**config.mk**
```make
export PLATFORM = sky130hd
export DESIGN_NAME = turn_lamp_decoder_flat
export DESIGN_NICKNAME = d
export VERILOG_FILES = /design/src/rtl/turn_lamp_pkg.sv /design/src/rtl/turn_lamp_decoder_if.sv /design/src/rtl/lamp_channel.sv /design/src/rtl/turn_lamp_decoder.sv /design/src/flat_wrapper.sv
export SDC_FILE = /design/constraint.sdc
export NUM_CORES = 1
export LEC_CHECK = 0
export BUFFER_PORTS_ARGS = -buffer_cell sky130_fd_sc_hd__buf_4
export CAP_MARGIN = 20
export CELL_PAD_IN_SITES_DETAIL_PLACEMENT = 1
export CELL_PAD_IN_SITES_GLOBAL_PLACEMENT = 1
export CORE_MARGIN = 2
export CORE_UTILIZATION = 47
export DETAILED_ROUTE_END_ITERATION = 8
export GPL_ROUTABILITY_DRIVEN = 1
export GPL_TIMING_DRIVEN = 1
export PLACE_DENSITY_LB_ADDON = 0.3
export SYNTH_ARGS = -nofsm -noshare
export SYNTH_HDL_FRONTEND = slang
export SYNTH_HIERARCHICAL = 1
export SYNTH_SLANG_ARGS = --single-unit
```
**constraint.sdc**
```tcl
create_clock -name clk -period 2.64 [get_ports clk]
set_input_delay 0.396 -clock clk [delete_from_list [all_inputs] [get_ports clk]]
set_output_delay 0.396 -clock clk [all_outputs]
set_load 0.05 [all_outputs]
```
**src/rtl/turn_lamp_pkg.sv**
```systemverilog
// rtl/turn_lamp_pkg.sv - mode encodings, default parameters and candidate helper for turn_lamp_decoder
package turn_lamp_pkg;

  // Mode codes match the turn-signal FSM state codes so Status can be compared directly.
  localparam logic [1:0] MODE_OFF   = 2'b00;
  localparam logic [1:0] MODE_RIGHT = 2'b01;
  localparam logic [1:0] MODE_LEFT  = 2'b10;
  localparam logic [1:0] MODE_EMERG = 2'b11;

  localparam int DEF_TICK_DIV         = 5_000_000;
  localparam int DEF_TIMEOUT_TICKS    = 30;
  localparam int DEF_MIN_PERIOD_TICKS = 12;
  localparam int DEF_STUCK_TICKS      = 25;

  // Candidate mode from the two per-lamp activity flags.
  function automatic logic [1:0] mode_of(input logic act_d, input logic act_i);
    logic [1:0] m;
    case ({act_i, act_d})
      2'b01:   m = MODE_RIGHT;
      2'b10:   m = MODE_LEFT;
      2'b11:   m = MODE_EMERG;
      default: m = MODE_OFF;
    endcase
    return m;
  endfunction

endpackage

```
**src/rtl/turn_lamp_decoder_if.sv**
```systemverilog
// rtl/turn_lamp_decoder_if.sv - lamp-line inputs and decoded outputs of turn_lamp_decoder
// Signals: D, I (lamp lines, async); Status[1:0], changed, fault_D, fault_I (decoder results).
// Modports: master = lamp side / observer, slave = decoder.
interface turn_lamp_decoder_if;
  logic       D;
  logic       I;
  logic [1:0] Status;
  logic       changed;
  logic       fault_D;
  logic       fault_I;

  modport master (output D, I, input Status, changed, fault_D, fault_I);
  modport slave  (input D, I, output Status, changed, fault_D, fault_I);
endinterface

```
**src/rtl/lamp_channel.sv**
```systemverilog
// rtl/lamp_channel.sv - per-lamp synchronizer, edge detect, activity timeout and fault flag
// Ports: clk, reset (sync active-low), tick (divider strobe), lamp (async lamp line),
//        active (lamp blinking recently), fault (sticky stuck/hyperflash flag).
// Optional: HYPERFLASH_DET_EN adds the minimum-period check on rising edges.
module lamp_channel #(
  parameter int TIMEOUT_TICKS    = 30,
`ifdef HYPERFLASH_DET_EN
  parameter int MIN_PERIOD_TICKS = 12,
`endif
  parameter int STUCK_TICKS      = 25
) (
  input  logic clk,
  input  logic reset,
  input  logic tick,
  input  logic lamp,
  output logic active,
  output logic fault
);

  localparam int SW = $clog2(TIMEOUT_TICKS + 1);
  localparam int HW = $clog2(STUCK_TICKS + 1);

  logic          sync_1;
  logic          sync_2;
  logic          sync_prev;
  logic          rise;
  logic          seen;
  logic [SW-1:0] since_edge;
  logic [HW-1:0] high_cnt;

  // sync_prev clears with reset, so a lamp already high at release reads as a rise.
  assign rise   = sync_2 & ~sync_prev;
  assign active = seen && (since_edge < SW'(TIMEOUT_TICKS));

  always_ff @(posedge clk) begin
    if (!reset) begin
      sync_1     <= 1'b0;
      sync_2     <= 1'b0;
      sync_prev  <= 1'b0;
      seen       <= 1'b0;
      since_edge <= '0;
      high_cnt   <= '0;
      fault      <= 1'b0;
    end else begin
      sync_1    <= lamp;
      sync_2    <= sync_1;
      sync_prev <= sync_2;

      // A rise beats a coincident tick: the count restarts at 0.
      if (rise) begin
        seen       <= 1'b1;
        since_edge <= '0;
      end else if (tick && since_edge < SW'(TIMEOUT_TICKS)) begin
        since_edge <= since_edge + 1'b1;
      end

      if (!sync_2) begin
        high_cnt <= '0;
      end else if (tick && high_cnt < HW'(STUCK_TICKS)) begin
        high_cnt <= high_cnt + 1'b1;
      end

      if (high_cnt == HW'(STUCK_TICKS)) begin
        fault <= 1'b1;
      end
`ifdef HYPERFLASH_DET_EN
      // Uses since_edge before this rise clears it.
      if (rise && seen && since_edge < SW'(MIN_PERIOD_TICKS)) begin
        fault <= 1'b1;
      end
`endif
    end
  end

endmodule

```
**src/rtl/turn_lamp_decoder.sv**
```systemverilog
// rtl/turn_lamp_decoder.sv - recovers turn-signal mode and lamp faults from the D/I lamp lines
// Ports: clk, reset (sync active-low), bus (turn_lamp_decoder_if.slave: D, I in;
//        Status, changed, fault_D, fault_I out).
// Optional: HYPERFLASH_DET_EN enables the short-period fault in both lamp channels.
module turn_lamp_decoder
  import turn_lamp_pkg::*;
#(
  parameter int TICK_DIV         = DEF_TICK_DIV,
  parameter int TIMEOUT_TICKS    = DEF_TIMEOUT_TICKS,
`ifdef HYPERFLASH_DET_EN
  parameter int MIN_PERIOD_TICKS = DEF_MIN_PERIOD_TICKS,
`endif
  parameter int STUCK_TICKS      = DEF_STUCK_TICKS
) (
  input  logic                clk,
  input  logic                reset,
  turn_lamp_decoder_if.slave  bus
);

  localparam int CW = $clog2(TICK_DIV);

  logic [CW-1:0] tick_cnt;
  logic          tick;
  logic          act_d;
  logic          act_i;
  logic          flt_d;
  logic          flt_i;
  logic [1:0]    cand;
  logic [1:0]    prev_cand;
  logic [1:0]    state;
  logic          chg;

  assign tick = (tick_cnt == CW'(TICK_DIV - 1));

  always_ff @(posedge clk) begin
    if (!reset) begin
      tick_cnt <= '0;
    end else if (tick) begin
      tick_cnt <= '0;
    end else begin
      tick_cnt <= tick_cnt + 1'b1;
    end
  end

  lamp_channel #(
    .TIMEOUT_TICKS    (TIMEOUT_TICKS),
`ifdef HYPERFLASH_DET_EN
    .MIN_PERIOD_TICKS (MIN_PERIOD_TICKS),
`endif
    .STUCK_TICKS      (STUCK_TICKS)
  ) u_ch_d (
    .clk    (clk),
    .reset  (reset),
    .tick   (tick),
    .lamp   (bus.D),
    .active (act_d),
    .fault  (flt_d)
  );

  lamp_channel #(
    .TIMEOUT_TICKS    (TIMEOUT_TICKS),
`ifdef HYPERFLASH_DET_EN
    .MIN_PERIOD_TICKS (MIN_PERIOD_TICKS),
`endif
    .STUCK_TICKS      (STUCK_TICKS)
  ) u_ch_i (
    .clk    (clk),
    .reset  (reset),
    .tick   (tick),
    .lamp   (bus.I),
    .active (act_i),
    .fault  (flt_i)
  );

  assign cand = mode_of(act_d, act_i);

  // A new mode must be seen on two consecutive ticks before the state follows it.
  always_ff @(posedge clk) begin
    if (!reset) begin
      state     <= MODE_OFF;
      prev_cand <= MODE_OFF;
      chg       <= 1'b0;
    end else begin
      chg <= 1'b0;
      if (tick) begin
        prev_cand <= cand;
        if (cand == prev_cand && cand != state) begin
          state <= cand;
          chg   <= 1'b1;
        end
      end
    end
  end

  assign bus.Status  = state;
  assign bus.changed = chg;
  assign bus.fault_D = flt_d;
  assign bus.fault_I = flt_i;

endmodule

```
**src/flat_wrapper.sv**
```systemverilog
// flat-port wrapper written by rule: the top's interface ports become plain ports
module turn_lamp_decoder_flat import turn_lamp_pkg::*;
#(
  parameter int TICK_DIV         = DEF_TICK_DIV,
  parameter int TIMEOUT_TICKS    = DEF_TIMEOUT_TICKS,

  parameter int STUCK_TICKS      = DEF_STUCK_TICKS
)
  (clk, reset, bus_D, bus_I, bus_Status, bus_changed, bus_fault_D, bus_fault_I);
  turn_lamp_decoder_if bus_i ();
  input  logic clk;
  input  logic reset;
  input wire logic [$bits(bus_i.D)-1:0] bus_D;
  input wire logic [$bits(bus_i.I)-1:0] bus_I;
  output wire logic [$bits(bus_i.Status)-1:0] bus_Status;
  output wire logic [$bits(bus_i.changed)-1:0] bus_changed;
  output wire logic [$bits(bus_i.fault_D)-1:0] bus_fault_D;
  output wire logic [$bits(bus_i.fault_I)-1:0] bus_fault_I;
  assign bus_i.D = bus_D;
  assign bus_i.I = bus_I;
  assign bus_Status = bus_i.Status;
  assign bus_changed = bus_i.changed;
  assign bus_fault_D = bus_i.fault_D;
  assign bus_fault_I = bus_i.fault_I;
  turn_lamp_decoder #(.TICK_DIV(TICK_DIV), .TIMEOUT_TICKS(TIMEOUT_TICKS), .STUCK_TICKS(STUCK_TICKS)) u_core (.clk(clk), .reset(reset), .bus(bus_i));
endmodule
```
---- Word level (Yosys, flattened, before mapping) ----
Index checks and enable logic that the tools add are counted.
word-level totals
  output and inout port bits .............. 5
  bits of input ports ..................... 4
  word-level logic and storage cells ...... 56
  flip-flop bits (word level) ............. 58
operators by class
  bitwise gates (word level) .............. 5
  multiplexer cells ....................... 2
  reductions and logical operators ........ 14
  order comparisons ....................... 4
  add/subtract/negate cells ............... 5
  equality and inequality tests ........... 8
operators by type and width
  cell                   count
  $add 23x1->23 const B  1
  $eq 23x23->1 const B   1
  $add 5x1->5 const B    4
  $lt 5x5->1 const B     4
  $eq 5x5->1 const B     2
  $reduce_and 2->1       4
  $logic_and 1x1->1      7
  $pmux 2 s3             1
  $reduce_or 2->1        3
  $eq 2x2->1 const B     2
  $not 1->1              3
  $and 1x1->1            2
  $eq 2x1->1 const B     1
  $eq 2x2->1             1
  $ne 2x2->1             1
  $mux 1                 1

---- Logic depth before layout (Yosys ltp) ----
Gate-level depths: netlist (run 1).
  word-level depth ........................ 7
  gate-level depth with buffers ........... 9
  depth with buffers taken out ............ 7

---- By module ----
The synthesis (run 1) kept the hierarchy.
modules (own cells, without submodules)
  module             times used  cells each  seq. area each (µm²)  area an instance (µm²)
  lamp_channel       2           71          300.3                 660.6
  turn_lamp_decoder  1           153         560.5                 1291.2

---- Least setup slack after synthesis (run 1) ----
Ideal clock, no wire load.
  path type ............................... register -> register
  start point ............................. reg u_core.tick_cnt[0]
  end point ............................... reg u_core.u_ch_d.high_cnt[3]
  setup time .............................. 0.122 ns
  path buffers ............................ 2
  data arrival time ....................... 2.171 ns
  required time ........................... 2.518 ns
  slack ................................... 0.347 ns
  period minus slack after synthesis ...... 2.293 ns
  stages on the path, launching flop included .. 10
  path through ............................ dfxtp_1 ha_1 nand2_1 or4_1 clkbuf_1 nor2_1 buf_6 nand4_1 nor3_1 a211oi_1
between the ends
  cells in the longest elaborated chain, start to end .. 2
RTL lines
  what                    line                     source
  start, declared         turn_lamp_decoder.sv:22  logic [CW-1:0] tick_cnt;
  start signal, assigned  turn_lamp_decoder.sv:41  tick_cnt <= tick_cnt + 1'b1;
  $eq 23x23->1            turn_lamp_decoder.sv:33  assign tick = (tick_cnt == CW'(TICK_DIV - 1));
  via u_core.tick         turn_lamp_decoder.sv:23  logic tick;
  $logic_and 1x1->1       lamp_channel.sv:59       end else if (tick && high_cnt < HW'(STUCK_TICKS)) begin
  end signal, assigned    lamp_channel.sv:60       high_cnt <= high_cnt + 1'b1;
  end, declared           lamp_channel.sv:29       logic [HW-1:0] high_cnt;
The timed path passes the listed nets, and every way through them passes these cells.
A chain may end at the register's enable or synchronous reset.

---- Final worst setup path (run 1) ----
  start point ............................. reg u_core.tick_cnt[0]
  end point ............................... reg u_core.u_ch_d.high_cnt[1]
The elaborated chain is that of the path after synthesis.

==> results.txt, run 1 <==
final core occ: 53.76%
Post-CTS Setup Bufs: 0
# IOs: 9
H-tree levels: 3
WP data arrival: 2.59 ns
P&R area growth vs syn: 11.93%
fraction of the cycle the final worst path needs: 89.55%
status: complete, no violations
Worst-path clk slew: 0.06 ns
fillers: 667
Setup Viol. Count Final: 0
CTS hold repair buffers: 0
HP Class: in -> reg
largest net degree at the start of global routing: 24
Syn. warnings: 6
async set or reset register ratio after synthesis: 0%
RSZ-0062 raised after global routing: no
routed vias: 2118
Worst Path Required: 2.86 ns
worst-skew pair later-pin latency: 0.33 ns
post-synth cell types: 42
Leak: 1.023 nW
critical path class: reg -> reg
vias in the first global route: 2141
Placement Rows: 27
Final #Nets: 323
Initial Util: 48.03%
Placed Cells: 373
Tmin final: 2.364 ns
DR DRC count: 0
Syn Inst Count: 295
syn nets: 306
initial antenna violation count: 0
final wirelength: 5580 um
total CTS buffers: 9
VDD IR max: 283.8 uV
Die H: 78.56 um
post-cts resize count: 0
Pwr Total: 0.001645 W
PwrDens: 562.7 nW/um^2
Seq cells post-synth: 58
Die X-Extent: 78.56 um
Clock Skew: 0.003869 ns
startpoint types: flop
EDFF count, synth: 0
Max FO, Critical Path: 13
Max Cap Viol: 0
total grt overflow: 0
die area: 6171 sq um
CTS max path bufs: 2
post-route setup TNS: 0 ns
total core area: 5439 sq um
CTS tree: done
HPWL Detailed: 3989 um
vias per inst: 5.459
first-pass GRT wire length: 9729 um
Slew HR: 63.17%
layout cells sized above 1: 12.34%
ys flop type: dfxtp_1
Max Slew Vio Count: 0
Final Hold Viols: 0
sequential fraction of the synthesis area: 44.44%
Worst Tran Pin Value: 0.5474 ns
initial drt markers: 68
Port Buf Inserts: 8
Mapped Area: 2613 sq um
Finished Layout Cells: 388
clock sink count: 58
DRT antenna net count: 0
DR WL/cell: 14.38 um
crit end category: flop
fmax: 0.4230 GHz
# diodes: 0
GP Congestion: 0.7741
Root Buffer: clkbuf_8
total track usage: 20.13%
Initial DRT Pass Iterations: 4
Mapped Avg Cell Area: 8.856 sq um
-- state kept, by name, summed over array words and instances (netlist names) --
signal and count:
u_core/u_ch_d/sync_prev 1, u_core/u_ch_i/sync_2 1, u_core/u_ch_i/high_cnt 5, u_core/u_ch_d/since_edge 5
u_core/u_ch_i/sync_prev 1, u_core/bus.changed 1, u_core/u_ch_d/high_cnt 5, u_core/u_ch_d/sync_1 1
u_core/u_ch_i/since_edge 5, u_core/u_ch_d/fault 1, u_core/tick_cnt 23, u_core/u_ch_i/seen 1
u_core/u_ch_d/seen 1, u_core/u_ch_i/fault 1, u_core/u_ch_i/sync_1 1, u_core/u_ch_d/sync_2 1
u_core/bus.Status 2, u_core/prev_cand 2
-- synth_stat cells, types with 3 or more instances --
library cell	instances	area, sq um
or3_1	6	37.54
nand2_1	21	78.83
mux2i_1	4	40.04
and4_1	4	35.03
nor2_1	27	101.4
o21ai_0	10	50.05
inv_1	22	82.58
a211oi_1	8	60.06
ha_1	7	87.58
dfxtp_1	58	1161
nand3_1	11	55.05
nand4_1	12	75.07
a21oi_1	16	80.08
nor3_1	9	45.04
xor2_1	4	35.03
nor3_2	3	30.03
or4_1	5	37.54
xnor2_1	13	113.9
and2_1	4	25.02
o211ai_1	5	37.54
clkbuf_1	3	11.26
nor4_1	6	37.54
-- path summary, 6_finish.rpt --
check,end,from,slack (ns),depth (start not counted)
setup / recovery,u_core/u_ch_d/high_cnt[1]$_SDFFE_PN0P_,u_core/tick_cnt[0]$_SDFF_PP0_,0.28,8
hold / removal,u_core/u_ch_i/sync_1$_SDFF_PN0_,bus_I,0.27,2
setup reg to reg,u_core/u_ch_d/high_cnt[1]$_SDFFE_PN0P_,u_core/tick_cnt[0]$_SDFF_PP0_,0.28,8
hold reg to reg,u_core/u_ch_i/sync_2$_SDFF_PN0_,u_core/u_ch_i/sync_1$_SDFF_PN0_,0.44,1
-- power by group --
| part | switching (W) | leakage [nW] | internal, W |
|---|---|---|---|
| clock network | 0.000333 | 0.0920 | 0.000381 |
| logic | 0.0000251 | 0.462 | 0.0000146 |
| registers | 0.00000636 | 0.469 | 0.000884 |
-- stage by stage --
| stage | instance area (sq um) | hold slack [ns] | setup WS [ns] |
|---|---|---|---|
| after CTS | 2924 | 0.2558 | 0.2770 |
| after global routing | 2924 | 0.2613 | 0.1046 |
| final | 2924 | 0.2688 | 0.2759 |
| after floorplan | 2613 | 0.4118 | 0.3466 |
| after detailed placement | 2754 | 0.4242 | 0.2892 |
| after global placement | 2754 | 0.4162 | 0.3792 |
-- area by class of cell --
class	instances	area (sq um)	area share, %
clock buffer	12	155.1	5.306
clock inverter	3	15.01	0.5135
inverter	22	82.58	2.824
multi-input combinational	207	1315	44.97
sequential	58	1161	39.71
tap	72	90.09	3.081
timing repair buffer	14	105.1	3.594
-- metal layers --
metal	share of wire [%]	global-route usage (%)	vias to the layer above
li1	-	-	1086
met1	50	24.84	1002
met2	46	32.39	17
met3	1.9	4.368	13
met4	2.5	11.40	0
met5	0	0	-
-- critical path: stages (launching register included) --
cell     delay, ns
dfxtp_1       0.40
ha_1          0.23
nand2_1       0.08
or4_1         0.66
nor2_1        0.23
buf_4         0.22
a21bo_2       0.24
a32oi_1       0.14
nor2_1        0.06
-- layout by cell type (no fill, tap or decap), types with 4 or more instances in the layout --
| master | n |
|---|---|
| or4_1 | 5 |
| and4_1 | 4 |
| nor2_1 | 27 |
| a21oi_1 | 16 |
| and2_1 | 4 |
| o211ai_1 | 5 |
| nand4_1 | 12 |
| or3_1 | 6 |
| ha_1 | 7 |
| xor2_1 | 4 |
| xnor2_1 | 13 |
| nor4_1 | 6 |
| dfxtp_1 | 58 |
| nand2_1 | 21 |
| mux2i_1 | 4 |
| clkbuf_8 | 11 |
| o21ai_0 | 10 |
| inv_1 | 22 |
| nand3_1 | 11 |
| nor3_1 | 9 |
| a211oi_1 | 8 |
| buf_4 | 14 |
-- cells by family (layout without fill, tap and decap cells) --
logic type                 Yosys count  in the layout  synth area share (%)
and+or+nand+nor                    125            125                 26.39
adders and majority gates            7              7                 3.352
DFF                                 58             58                 44.44
muxes                                4              4                 1.533
buffers and inverters               30             51                 5.220
xor gates and xnor gates            17             17                 5.699
AOI/OAI and AO/OA                   54             54                 13.36
Power figures use the tool's default switching activity.
==> inputs of run 2 (changes only) <==
- REMOVE_ABC_BUFFERS: default -> 1
==> results.txt, run 2 (same netlist as run 1, synthesis figures left out) <==
FF-to-FF setup slack: 0.28 ns (about the same)
status: complete, no violations
Final Hold Viols: 0 (unchanged)
H-tree levels: 3 (unchanged)
total grt overflow: 0 (unchanged)
HPWL Detailed: 3845 um (-3.6%)
fmax: 0.4246 GHz (+0.37%)
post-cts resize count: 0 (unchanged)
layout cells sized above 1: 12.06% (-0.28 points)
DRT antenna net count: 0 (unchanged)
first-pass GRT wire length: 9742 um (+0.13%)
crit end category: flop
most frequent cells in the layout: dfxtp_1, nor2_1, inv_1
Final #Nets: 322 (-0.31%)
CTS tree: done
total CTS buffers: 9 (unchanged)
largest net degree at the start of global routing: 27 (+13%)
HP Class: in -> reg
max reg flops: 23 (unchanged)
routed vias: 2158 (+1.9%)
Die X-Extent: 78.56 um (unchanged)
VDD IR max: 329.0 uV (+16%)
Max FO, Critical Path: 26 (+13)
GP Congestion: 0.7670 (-0.92%)
critical path class: reg -> reg
total track usage: 20.15% (about the same)
Worst Tran Pin Value: 0.4976 ns (-0.04985 ns)
Setup Viol. Count Final: 0 (unchanged)
Most flops, register: u_core/tick_cnt
startpoint types: flop
Hold Worst Slack: 0.2728 ns (+0.003994 ns)
Clock Skew: 0.009921 ns (+0.006052 ns)
Max Cap Viol: 0 (unchanged)
# IOs: 9 (unchanged)
Tmin final: 2.355 ns (-0.008783 ns)
Worst-path clk slew: 0.06 ns (about the same)
final wirelength: 5570 um (-0.18%)
Initial DRT Pass Iterations: 4 (unchanged)
fraction of the cycle the final worst path needs: 89.22% (-0.33 points)
CTS hold repair buffers: 0 (unchanged)
Die H: 78.56 um (unchanged)
DR WL/cell: 14.39 um (about the same)
# diodes: 0 (unchanged)
Placement Rows: 27 (unchanged)
Finished Layout Cells: 387 (-0.26%)
worst-skew pair later-pin latency: 0.33 ns (about the same)
PwrDens: 598.6 nW/um^2 (+6.4%)
Placed Cells: 372 (-0.27%)
initial drt markers: 70 (+2.9%)
fillers: 655 (-1.8%)
RSZ-0062 raised after global routing: no
total core area: 5439 sq um (unchanged)
Post-CTS Setup Bufs: 0 (unchanged)
vias per inst: 5.576 (+2.2%)
post-route setup TNS: 0 ns (unchanged)
Port Buf Inserts: 8 (unchanged)
vias in the first global route: 2157 (+0.75%)
clock sink count: 58 (unchanged)
Slew HR: 66.52% (+3.4 points)
P&R area growth vs syn: 12.93%
initial antenna violation count: 0 (unchanged)
Root Buffer: clkbuf_8
Leak: 1.031 nW (+0.79%)
Worst Path Required: 2.86 ns (about the same)
Max Slew Vio Count: 0 (unchanged)
CTS max path bufs: 2 (unchanged)
commonest non-fill, non-tap cell in the layout: dfxtp_1
DR DRC count: 0 (unchanged)
WP data arrival: 2.57 ns (-0.02 ns)
Initial Util: 48.03% (unchanged)
die area: 6171 sq um (unchanged)
run 2: metrics by stage:
step           instance area (sq um)  utilization, %  setup WS (ns)  total power [W]
2_1_floorplan                   2559               -       -0.05867        0.0009323
3_3_place_gp                    2746           50.49         0.4032        0.0009479
3_5_place_dp                    2746           50.49         0.3076        0.0009500
4_1_cts                         2950           54.24         0.2920         0.001792
5_1_grt                         2950           54.24        0.05204         0.001842
6_report                        2950           54.24         0.2847         0.001766
run 2: final timing paths:
check / from / end / depth (start not counted)
worst min-delay path: bus_I / u_core/u_ch_i/sync_1$_SDFF_PN0_ / 2
worst min register to register: u_core/u_ch_i/sync_1$_SDFF_PN0_ / u_core/u_ch_i/sync_2$_SDFF_PN0_ / 1
worst max register to register: u_core/tick_cnt[0]$_SDFF_PP0_ / u_core/u_ch_i/high_cnt[1]$_SDFFE_PN0P_ / 8
worst max-delay path: u_core/tick_cnt[0]$_SDFF_PP0_ / u_core/u_ch_i/high_cnt[1]$_SDFFE_PN0P_ / 8
run 2: layout make-up:
| type | count | area (sq um) | area share [%] |
|---|---|---|---|
| Timing Repair Buffer | 13 | 97.59 | 3.308 |
| Inverter | 22 | 82.58 | 2.799 |
| Clock inverter | 2 | 35.03 | 1.187 |
| Clock buffer | 13 | 168.9 | 5.725 |
| Sequential cell | 58 | 1161 | 39.36 |
| Tap cell | 72 | 90.09 | 3.053 |
| Multi-Input combinational cell | 207 | 1315 | 44.57 |
run 2: power by group:
part | internal [W] | switching (W) | total [W]
sequential | 0.000884 | 0.00000586 | 0.000890
clock | 0.000507 | 0.000329 | 0.000836
combinational | 0.0000147 | 0.0000251 | 0.0000398
run 2: critical path: stages, from the launching register on:
cell and delay [ns]:
dfxtp_1 0.40, ha_1 0.23, nand2_1 0.16, or4_1 0.57
nor2_1 0.14, buf_4 0.28, a21bo_2 0.27, a32oi_1 0.14
nor2_1 0.06
run 2: per-layer routing:
layer / up-vias / global-route usage [%] / wire length (um)
met5: - / 0 / 0
met4: 0 / 8.070 / 89
met3: 8 / 6.092 / 151
met2: 20 / 32.56 / 2564
met1: 1039 / 25.00 / 2764
li1: 1091 / - / -
